$ cat config.mk
export PLATFORM = sky130hd
export DESIGN_NAME = arm_step_sequencer
export DESIGN_NICKNAME = d
export VERILOG_FILES = /design/src/rtl/arm_step_sequencer.sv
export SDC_FILE = /design/constraint.sdc
export NUM_CORES = 1
export LEC_CHECK = 0
export CAP_MARGIN = 0
export CORE_MARGIN = 3
export CORE_UTILIZATION = 50
export DETAILED_ROUTE_END_ITERATION = 10
export DONT_BUFFER_PORTS = 1
export PLACE_DENSITY = 0.63
export SYNTH_ARGS = -nofsm -noshare
export SYNTH_HDL_FRONTEND = slang
export SYNTH_SLANG_ARGS = --single-unit
$ cat constraint.sdc
create_clock -name clk_12MHz -period 3 [get_ports clk_12MHz]
set_input_delay 0.6 -clock clk_12MHz [delete_from_list [all_inputs] [get_ports clk_12MHz]]
set_output_delay 0.6 -clock clk_12MHz [all_outputs]
set_load 0.1 [all_outputs]
$ cat src/rtl/arm_step_sequencer.sv
// arm_step_sequencer: trapezoidal/triangular step-pulse generator for one arm axis.
// Define ARM_SEQ_RAMP_EN to build the acceleration ramp; otherwise moves run at div_target.
module arm_step_sequencer #(
    parameter int PULSE_CYCLES = 24
) (
    input  logic        clk_12MHz,
    input  logic        reset,
    input  logic        start,
    input  logic        abort,
    input  logic        pause,
    input  logic [31:0] steps_in,
    input  logic [31:0] div_target,
    input  logic [31:0] div_start,
    input  logic [15:0] ramp_dec,
    input  logic        limitn,
    input  logic        fault,
    output logic        step_pulse,
    output logic        busy,
    output logic        done,
    output logic [1:0]  err,
    output logic [31:0] steps_remaining
);
    typedef enum logic [1:0] {IDLE, RAMP_UP, CRUISE, RAMP_DOWN} state_t;
    state_t state, state_n;
    logic [31:0] cnt, cnt_n, pcnt, pcnt_n, cur_div, cur_div_n, rem_n;
    logic pulse_n, done_n, bad;
    logic [1:0] err_n;
`ifdef ARM_SEQ_RAMP_EN
    logic [31:0] tgt, tgt_n, dstart, dstart_n, dec, dec_n, rs, rs_n, rs1, dn, c1, up_sat, up;
    logic [32:0] sum;
    assign bad = div_target <= 32'(PULSE_CYCLES) || div_start < div_target;
    // Ramp-up result first; ramp-down is then applied on top of it so a short move peaks early.
    assign dn = cur_div >= dec ? cur_div - dec : '0;
    assign c1 = state == RAMP_UP ? (dn > tgt ? dn : tgt) : cur_div;
    assign rs1 = state == RAMP_UP ? rs + 32'd1 : rs;
    assign sum = {1'b0, c1} + {1'b0, dec};
    assign up_sat = sum[32] ? '1 : sum[31:0];
    assign up = up_sat < dstart ? up_sat : dstart;
`else
    logic unused_ramp;
    assign unused_ramp = ^{div_start, ramp_dec};
    assign bad = div_target <= 32'(PULSE_CYCLES);
`endif
    assign busy = state != IDLE;

    always_comb begin
        state_n = state;
        cnt_n = cnt;
        pcnt_n = pcnt;
        cur_div_n = cur_div;
        rem_n = steps_remaining;
        pulse_n = step_pulse;
        done_n = 1'b0;
        err_n = err;
`ifdef ARM_SEQ_RAMP_EN
        tgt_n = tgt;
        dstart_n = dstart;
        dec_n = dec;
        rs_n = rs;
`endif
        if (busy) begin
            if (abort || fault || !limitn) begin
                state_n = IDLE;
                pulse_n = 1'b0;
                err_n = fault ? 2'd2 : !limitn ? 2'd1 : err;
            end else begin
                if (step_pulse) begin
                    if (pcnt == 32'd1) begin
                        pulse_n = 1'b0;
                        if (steps_remaining == '0) begin
                            state_n = IDLE;
                            done_n = 1'b1;
                        end
                    end else begin
                        pcnt_n = pcnt - 32'd1;
                    end
                end
                if (!pause && steps_remaining != '0) begin
                    if (cnt == 32'd1) begin
                        pulse_n = 1'b1;
                        pcnt_n = 32'(PULSE_CYCLES);
                        rem_n = steps_remaining - 32'd1;
`ifdef ARM_SEQ_RAMP_EN
                        rs_n = rs1;
                        if (state == RAMP_DOWN || rem_n <= rs1) begin
                            state_n = RAMP_DOWN;
                            cur_div_n = up;
                        end else begin
                            cur_div_n = c1;
                            if (state == RAMP_UP && c1 == tgt) state_n = CRUISE;
                        end
`endif
                        cnt_n = cur_div_n;
                    end else begin
                        cnt_n = cnt - 32'd1;
                    end
                end
            end
        end else if (start && !abort && steps_in != '0) begin
            if (bad) begin
                err_n = 2'd3;
            end else begin
                err_n = 2'd0;
                rem_n = steps_in;
`ifdef ARM_SEQ_RAMP_EN
                cur_div_n = div_start;
                tgt_n = div_target;
                dstart_n = div_start;
                dec_n = {16'b0, ramp_dec};
                rs_n = '0;
                state_n = div_start == div_target ? CRUISE : RAMP_UP;
`else
                cur_div_n = div_target;
                state_n = CRUISE;
`endif
                cnt_n = cur_div_n;
            end
        end
    end

    always_ff @(posedge clk_12MHz) begin
        if (reset) begin
            state <= IDLE;
            cnt <= '0;
            pcnt <= '0;
            cur_div <= '0;
            steps_remaining <= '0;
            step_pulse <= 1'b0;
            done <= 1'b0;
            err <= 2'd0;
`ifdef ARM_SEQ_RAMP_EN
            tgt <= '0;
            dstart <= '0;
            dec <= '0;
            rs <= '0;
`endif
        end else begin
            state <= state_n;
            cnt <= cnt_n;
            pcnt <= pcnt_n;
            cur_div <= cur_div_n;
            steps_remaining <= rem_n;
            step_pulse <= pulse_n;
            done <= done_n;
            err <= err_n;
`ifdef ARM_SEQ_RAMP_EN
            tgt <= tgt_n;
            dstart <= dstart_n;
            dec <= dec_n;
            rs <= rs_n;
`endif
        end
    end
endmodule
==> results.cfg <==
[clocking]
clk_path_buf_depth = 2
numCtsBuffers = 17
cts_sinks = 133
h-tree-depth = 4
cts_setup_buffers = 0
cts_root_buf = clkbuf_16
ctsHoldBuffers = 0
clk_pin_slew_ps = 60
clk_latency_ps = 420
cts_tree = done

[final_layout]
syn_to_final_growth_pct = 14.93
multi_input_area_um2 = 4423
antenna_cells = 0
regArea_um2 = 2668
num-nets-final = 1109
drive_gt1_share_pct = 12.54
nFillCells = 1294

[die]
dieArea_um2 = 16350
die_w_um = 127.9
core_region_area_um2 = 14200
pin_count = 156
die_y_um = 127.9
rows = 43
initial_core_util_pct = 52.28

[detailed_routing]
drc_errors = 0
drtAntennaViolNets = 0
drtIter0Drc = 665
wirelength_um = 22490
vias = 7673
wire_per_inst_um = 19.10
firstDrtPassIters = 5
vias_per_cell = 6.519

[hold_path]
min_from = reset
hp-class = in2reg
holdPathEnd = steps_remaining[4]
hold_path_depth = 1

[synth]
yosysWarnings = 0
syn_area_um2 = 7426
synth_cells = 963
synth-edff-count = 0
synth_seq_cells = 133
syn_nets = 1088
synthArstFlopShare_pct = 0
seq_area_frac_synth_pct = 35.86
syn_avg_cell_area_um2 = 7.711
synth_cell_types = 77
ys.flop_type = dfxtp_1

[critical_path]
arrival_ps = 3060
cp_slowest_cell = o41a_1
worstReg2RegEnd = cnt[17]
worstPathMaxFanout = 38
r2r_slack_ps = 260
slowest_delay_ps = 590
rr_startpoint = steps_remaining[10]
crit_family = compound AO/OA/AOI/OAI gates
cp_cell_sequence = nor4_1, nand4_1, o41a_1, a21oi_2, buf_12, a21oi_1, a221oi_1
cp_data_required_time_ps = 3320
cp.buffers_inverters = 1
cp-end-kind = register
rr_worst_depth = 7
path_class = reg2reg
cp-start-kind = register

[timing]
drv_slew = 0
fin_worst_skew_ps = 10.60
max_freq_mhz = 365.4
setup-violations-final = 0
relSlewSlack_pct = 29.84
fin_setup_tns_ps = 0
finalHoldViolations = 0
worstMarginPinSlew_ps = 1051
fin_crit_sh_pct = 91.22
rsz0062_at_grt = false
period_minus_slack_ps = 2737

[power]
cell_internal_pwr_mw = 3.476
peakVddDrop_uv = 436.6
power_switching_mw = 1.532
pwr-share-clk_pct = 41.5
power_mw = 5.007
seq_power_share_pct = 38.6
switching_share_pct = 30.59
power.leakage_nw = 3.015
power.density_nw_per_um2 = 586.7
p_comb_share_pct = 19.8

[global_routing]
grt_pass1_wl_um = 36380
grt_max_degree = 91
globalRoute.totalOverflow = 0
grt_util_all_layers_pct = 27.26
first_global_vias = 7177
antenna_found_initial = 0

[placed_design]
io_buffers = 0
gp_congestion = 0.8868
dp_hpwl_um = 15370

[run_status]
status = completed

[run]
drv_cap = 0
-- power groups by stage --
| stage | clock [mW] | combinational, mW | sequential [mW] |
|---|---|---|---|
| final | 2.08 | 0.993 | 1.93 |
| after global routing | 2.18 | 1.08 | 1.94 |
| after CTS | 2.11 | 0.983 | 1.93 |
| after detailed placement | 0 | 0.974 | 1.97 |
| after global placement | 0 | 0.958 | 1.96 |
| after floorplan | 0 | 0.546 | 2.17 |
-- Yosys cell counts, types with 5 or more instances --
library cell | number | share of area, %
a31oi_1 | 14 | 1.2
xor2_1 | 25 | 2.9
a21oi_1 | 108 | 7.3
and2_1 | 6 | 0.51
nor2_1 | 86 | 4.3
o21ai_0 | 35 | 2.4
ha_1 | 6 | 1.0
clkbuf_1 | 54 | 2.7
o211ai_1 | 26 | 2.6
nand3_1 | 26 | 1.8
a211oi_1 | 19 | 1.9
mux2i_1 | 6 | 0.81
xnor2_1 | 10 | 1.2
o221ai_1 | 13 | 1.5
nor3_1 | 35 | 2.4
nor2b_1 | 7 | 0.59
o31ai_1 | 8 | 0.81
or4_1 | 12 | 1.2
buf_2 | 6 | 0.40
a21o_1 | 5 | 0.51
nor4_1 | 39 | 3.3
inv_1 | 16 | 0.81
nand2_1 | 130 | 6.6
or3_1 | 11 | 0.93
nand4_1 | 28 | 2.4
dfxtp_1 | 133 | 36
-- layout by cell type (no fill, tap or decap), drive strengths merged, types with 5 or more instances in the layout --
| master | count |
|---|---|
| a211oi | 23 |
| a21o | 5 |
| a21oi | 109 |
| a31oi | 14 |
| and2 | 7 |
| buf | 68 |
| clkbuf | 25 |
| clkinv | 6 |
| dfxtp | 133 |
| ha | 6 |
| inv | 16 |
| mux2i | 6 |
| nand2 | 130 |
| nand3 | 26 |
| nand4 | 28 |
| nor2 | 86 |
| nor2b | 7 |
| nor3 | 37 |
| nor4 | 42 |
| o211ai | 26 |
| o21ai | 36 |
| o221ai | 13 |
| o22ai | 5 |
| o31ai | 8 |
| or2 | 5 |
| or3 | 12 |
| or4 | 14 |
| xnor2 | 10 |
| xor2 | 25 |
-- kinds of logic after synthesis --
logic type / count (synthesis) / synth area share (%)
and+or+nand+nor: 418 / 28.42
AOI/OAI and AO/OA: 280 / 24.92
xor gates and xnor gates: 35 / 4.128
DFF: 133 / 35.86
buffers and inverters: 84 / 4.701
muxes: 7 / 0.9604
adders and majority gates: 6 / 1.011
-- final cells by class --
class / count / area share, %
inverters: 18 / 0.7917
clock inverters: 7 / 1.114
flip-flops and latches: 133 / 31.26
multi-input cells: 746 / 51.83
well taps: 180 / 2.639
repair buffers: 68 / 6.568
clock buffers: 25 / 5.806
-- layer usage --
| metal | GRT usage [%] | wire [um] |
|---|---|---|
| met1 | 36.04 | 9837 |
| met2 | 43.35 | 10430 |
| met3 | 7.292 | 1869 |
| met4 | 8.989 | 352 |
| met5 | 0 | 0 |
-- what timing repair did --
item | 4_1_cts | 5_1_grt
endpoints found under the setup margin | 0 | 42
gates resized for setup | 0 | 1
hold endpoints to repair | 0 | 0
-- how the worst max path moves through the flow --
stage | startpoint | endpoint | slack [ps] | depth (start not counted)
final | steps_remaining[10] | cnt[17] | 260 | 7
after detailed placement | div_target[6] | cnt[17] | 180 | 8
after global routing | steps_remaining[10] | cnt[17] | 20 | 7
after global placement | div_target[10] | cnt[16] | 250 | 7
after floorplan | steps_remaining[26] | cur_div[0] | 100 | 8
after CTS | cnt[24] | cnt[21] | 160 | 7
-- state kept, by name, summed over array words and instances (netlist names) --
name and flops:
cur_div 32, cnt 32, done 1, pcnt 32, err 2, steps_remaining 32
step_pulse 1, state 1
-- stage by stage --
stage | worst slack [ps] | util (%) | cell area [um2] | hold slack, ps | cells
floorplan | 97.69 | - | 7427 | 436.0 | 963
global placement | 251.1 | 55.88 | 7938 | 437.7 | 1145
detailed placement | 177.1 | 55.88 | 7938 | 442.0 | 1145
CTS | 162.5 | 60.04 | 8528 | 230.5 | 1177
global route | 21.22 | 60.09 | 8534 | 229.2 | 1177
finish | 263.3 | 60.09 | 8534 | 241.7 | 1177
-- worst reg2reg max path: stages (launching register included) --
cell and delay, ps:
dfxtp_1 310, nor4_1 540, nand4_1 410, o41a_1 590, a21oi_2 180, buf_12 230
a21oi_1 80, a221oi_1 310
Power figures use the tool's default switching activity.
==> RTL change, RTL diff (same settings) <==
Encoding of `state_t`: now one-hot (4 bits for 4 states).
--- a/src/rtl/arm_step_sequencer.sv
+++ b/src/rtl/arm_step_sequencer.sv
@@ -20,7 +20,7 @@
     output logic [1:0]  err,
     output logic [31:0] steps_remaining
 );
-    typedef enum logic [1:0] {IDLE, RAMP_UP, CRUISE, RAMP_DOWN} state_t;
+    typedef enum logic [3:0] {IDLE = 4'b0001, RAMP_UP = 4'b0010, CRUISE = 4'b0100, RAMP_DOWN = 4'b1000} state_t;
     state_t state, state_n;
     logic [31:0] cnt, cnt_n, pcnt, pcnt_n, cur_div, cur_div_n, rem_n;
     logic pulse_n, done_n, bad;
Formal check against the unedited RTL: same outputs for any inputs over 4 cycles, from zero or initial values and one cycle with reset high; so few cycles prove little.
==> RTL change against the unedited design <==
Design area fell by 1.1%; clock skew fell by 1.5 ps; fmax fell by 2.8%; synthesized area fell by 1.1%; worst setup slack got worse by 78 ps; sequential cell count rose by 1; cell count fell by 1.4%; combinational power rose by 9%; non-clock buffer count did not move; power rose by 4.5%; wire length fell by 6.8%.
==> RTL change: results (changes against the unedited design) <==
Status
  • Status: completed

Synthesis
  • Main synth FF type: dfxtp_1
  • Syn avg cell area: 7.75 sq um (+0.47%)
  • Synth cell count leaders: nor2_1 (141), dfxtp_1 (134), nand2_1 (106), a21oi_1 (63), nor3_1 (51)
  • Syn nets: 1,073 (-1.4%)
  • Top post-synthesis cells by area: dfxtp_1 (37%), nor2_1 (7.2%), nand2_1 (5.4%)
  • Synth async-reset ratio: 0% (unchanged)
  • Sequential element share of the synthesized area: 36.5% (+0.67 points)
  • Netlist cell types: 60 (-22%)

Min path
  • Worst hold path class: in2reg

Clock tree
  • CTS buffer count: 17 (unchanged)
  • Clk buf depth: 2 (unchanged)
  • H-tree lvl count: 4 (unchanged)
  • Setup Buffers After CTS: 0 (unchanged)
  • Post-cts resize count: 0 (unchanged)
  • Clk_lat worst skew: 430 ps

Placement
  • DPL Wire Length: 14.0 mm (-8.8%)
  • GPL Wtd Cong: 0.907 (+2.3%)
  • Post-Place Worst Slack: 209 ps (+31.8 ps)
  • Port bufs: 0 (unchanged)

Global route
  • Met1 Use GR: 32.3% (-3.7 points)
  • Vias in the first global route: 7,027 (-2.1%)
  • M3 GR Usage: 7.69% (+0.40 points)
  • Global Route Usage Sum: 26.0% (-1.3 points)
  • Met2 GRT Util: 43.0% (-0.32 points)
  • Largest net degree at the start of global routing: 102 (+12%)
  • First-pass GRT wire length: 34.6 mm (-4.8%)

Power and ir drop
  • Leakage: 3.14 nW (+4.0%)
  • IR drop worst, VDD: 0.000434 V (-0.61%)
  • Net switching power: 1.63 mW (+6.7%)

Critical path
  • Max FO, Critical Path: 6 (-84%)
  • Signal arrival time at the worst endpoint: 3130 ps (+70 ps)

STA
  • Final setup viols: 0 (unchanged)
  • Worst-Margin Slew: 984 ps (-66.6 ps)
  • Clk_skew: 9.13 ps (-1.47 ps)

Routing
  • TritonRoute pass-1 iters: 5 (unchanged)
  • DRC violation total after the first TritonRoute iteration: 537 (-19%)
  • Via/cell ratio: 6.13 (-6.0%)
  • Detailed-route wire length: 21.0 mm (-6.8%)

Finish
  • Share of cells above drive strength 1: 12.1% (-0.41 points)
  • Diodes inserted: 0 (unchanged)
## RTL change: path summary, 6_finish.rpt
check	startpoint	to	slack (ps)	depth (start not counted)
hold reg to reg	pcnt[21]	pcnt[21]	480	2
setup / recovery	steps_remaining[15]	steps_remaining[29]	190	8
hold / removal	reset	steps_remaining[17]	240	1
setup reg to reg	steps_remaining[15]	steps_remaining[29]	190	8
## RTL change: stage by stage
stage | area (sq um) | cells | total power [mW] | utilization (%) | hold slack [ps]
after floorplan | 7350 | 948 | 2.84 | - | 442
after global placement | 7830 | 1131 | 3.05 | 55.4 | 459
after detailed placement | 7830 | 1131 | 3.07 | 55.4 | 472
after CTS | 8440 | 1161 | 5.26 | 59.7 | 228
after global routing | 8440 | 1161 | 5.46 | 59.7 | 226
final | 8440 | 1161 | 5.24 | 59.7 | 244
## RTL change: power by group through the flow
| stage | sequential (mW) | combinational (mW) | clock, mW |
|---|---|---|---|
| global placement | 1.99 | 1.06 | 0 |
| global route | 1.97 | 1.19 | 2.30 |
| floorplan | 2.18 | 0.659 | 0 |
| detailed placement | 2.00 | 1.07 | 0 |
| CTS | 1.96 | 1.08 | 2.22 |
| finish | 1.96 | 1.08 | 2.19 |
## RTL change: cell families (layout without fill, tap and decap cells)
group | after synthesis | count (layout) | share of synthesized area (%)
xor gates and xnor gates | 50 | 50 | 5.96
and+or+nand+nor | 429 | 429 | 28.6
muxes | 34 | 34 | 4.63
DFF | 134 | 134 | 36.5
buffers and inverters | 77 | 110 | 4.55
adders and majority gates | 6 | 6 | 1.02
AOI/OAI and AO/OA | 218 | 218 | 18.7
## RTL change: area by class of cell
cell class / count / area, sq um
multi-input combinational: 737 / 4340
timing repair buffer: 68 / 536
sequential: 134 / 2690
inverter: 12 / 45.0
fill: 1304 / 5710
tap: 180 / 225
clock inverter: 13 / 183
clock buffer: 17 / 425
## RTL change: per-layer routing
layer | wire (um) | vias up
met4 | 446 | 0
li1 | - | 3460
met5 | 0 | -
met3 | 1490 | 35
met1 | 8850 | 3426
met2 | 10200 | 195
## RTL change: worst max-delay path, stage by stage, from the launching register on
cell and delay [ps]:
dfxtp_2 320, or4_4 560, or3_1 420, buf_4 180
nor4_1 350, nand2_1 170, or4b_1 500, o21ai_0 90
a211oi_1 100
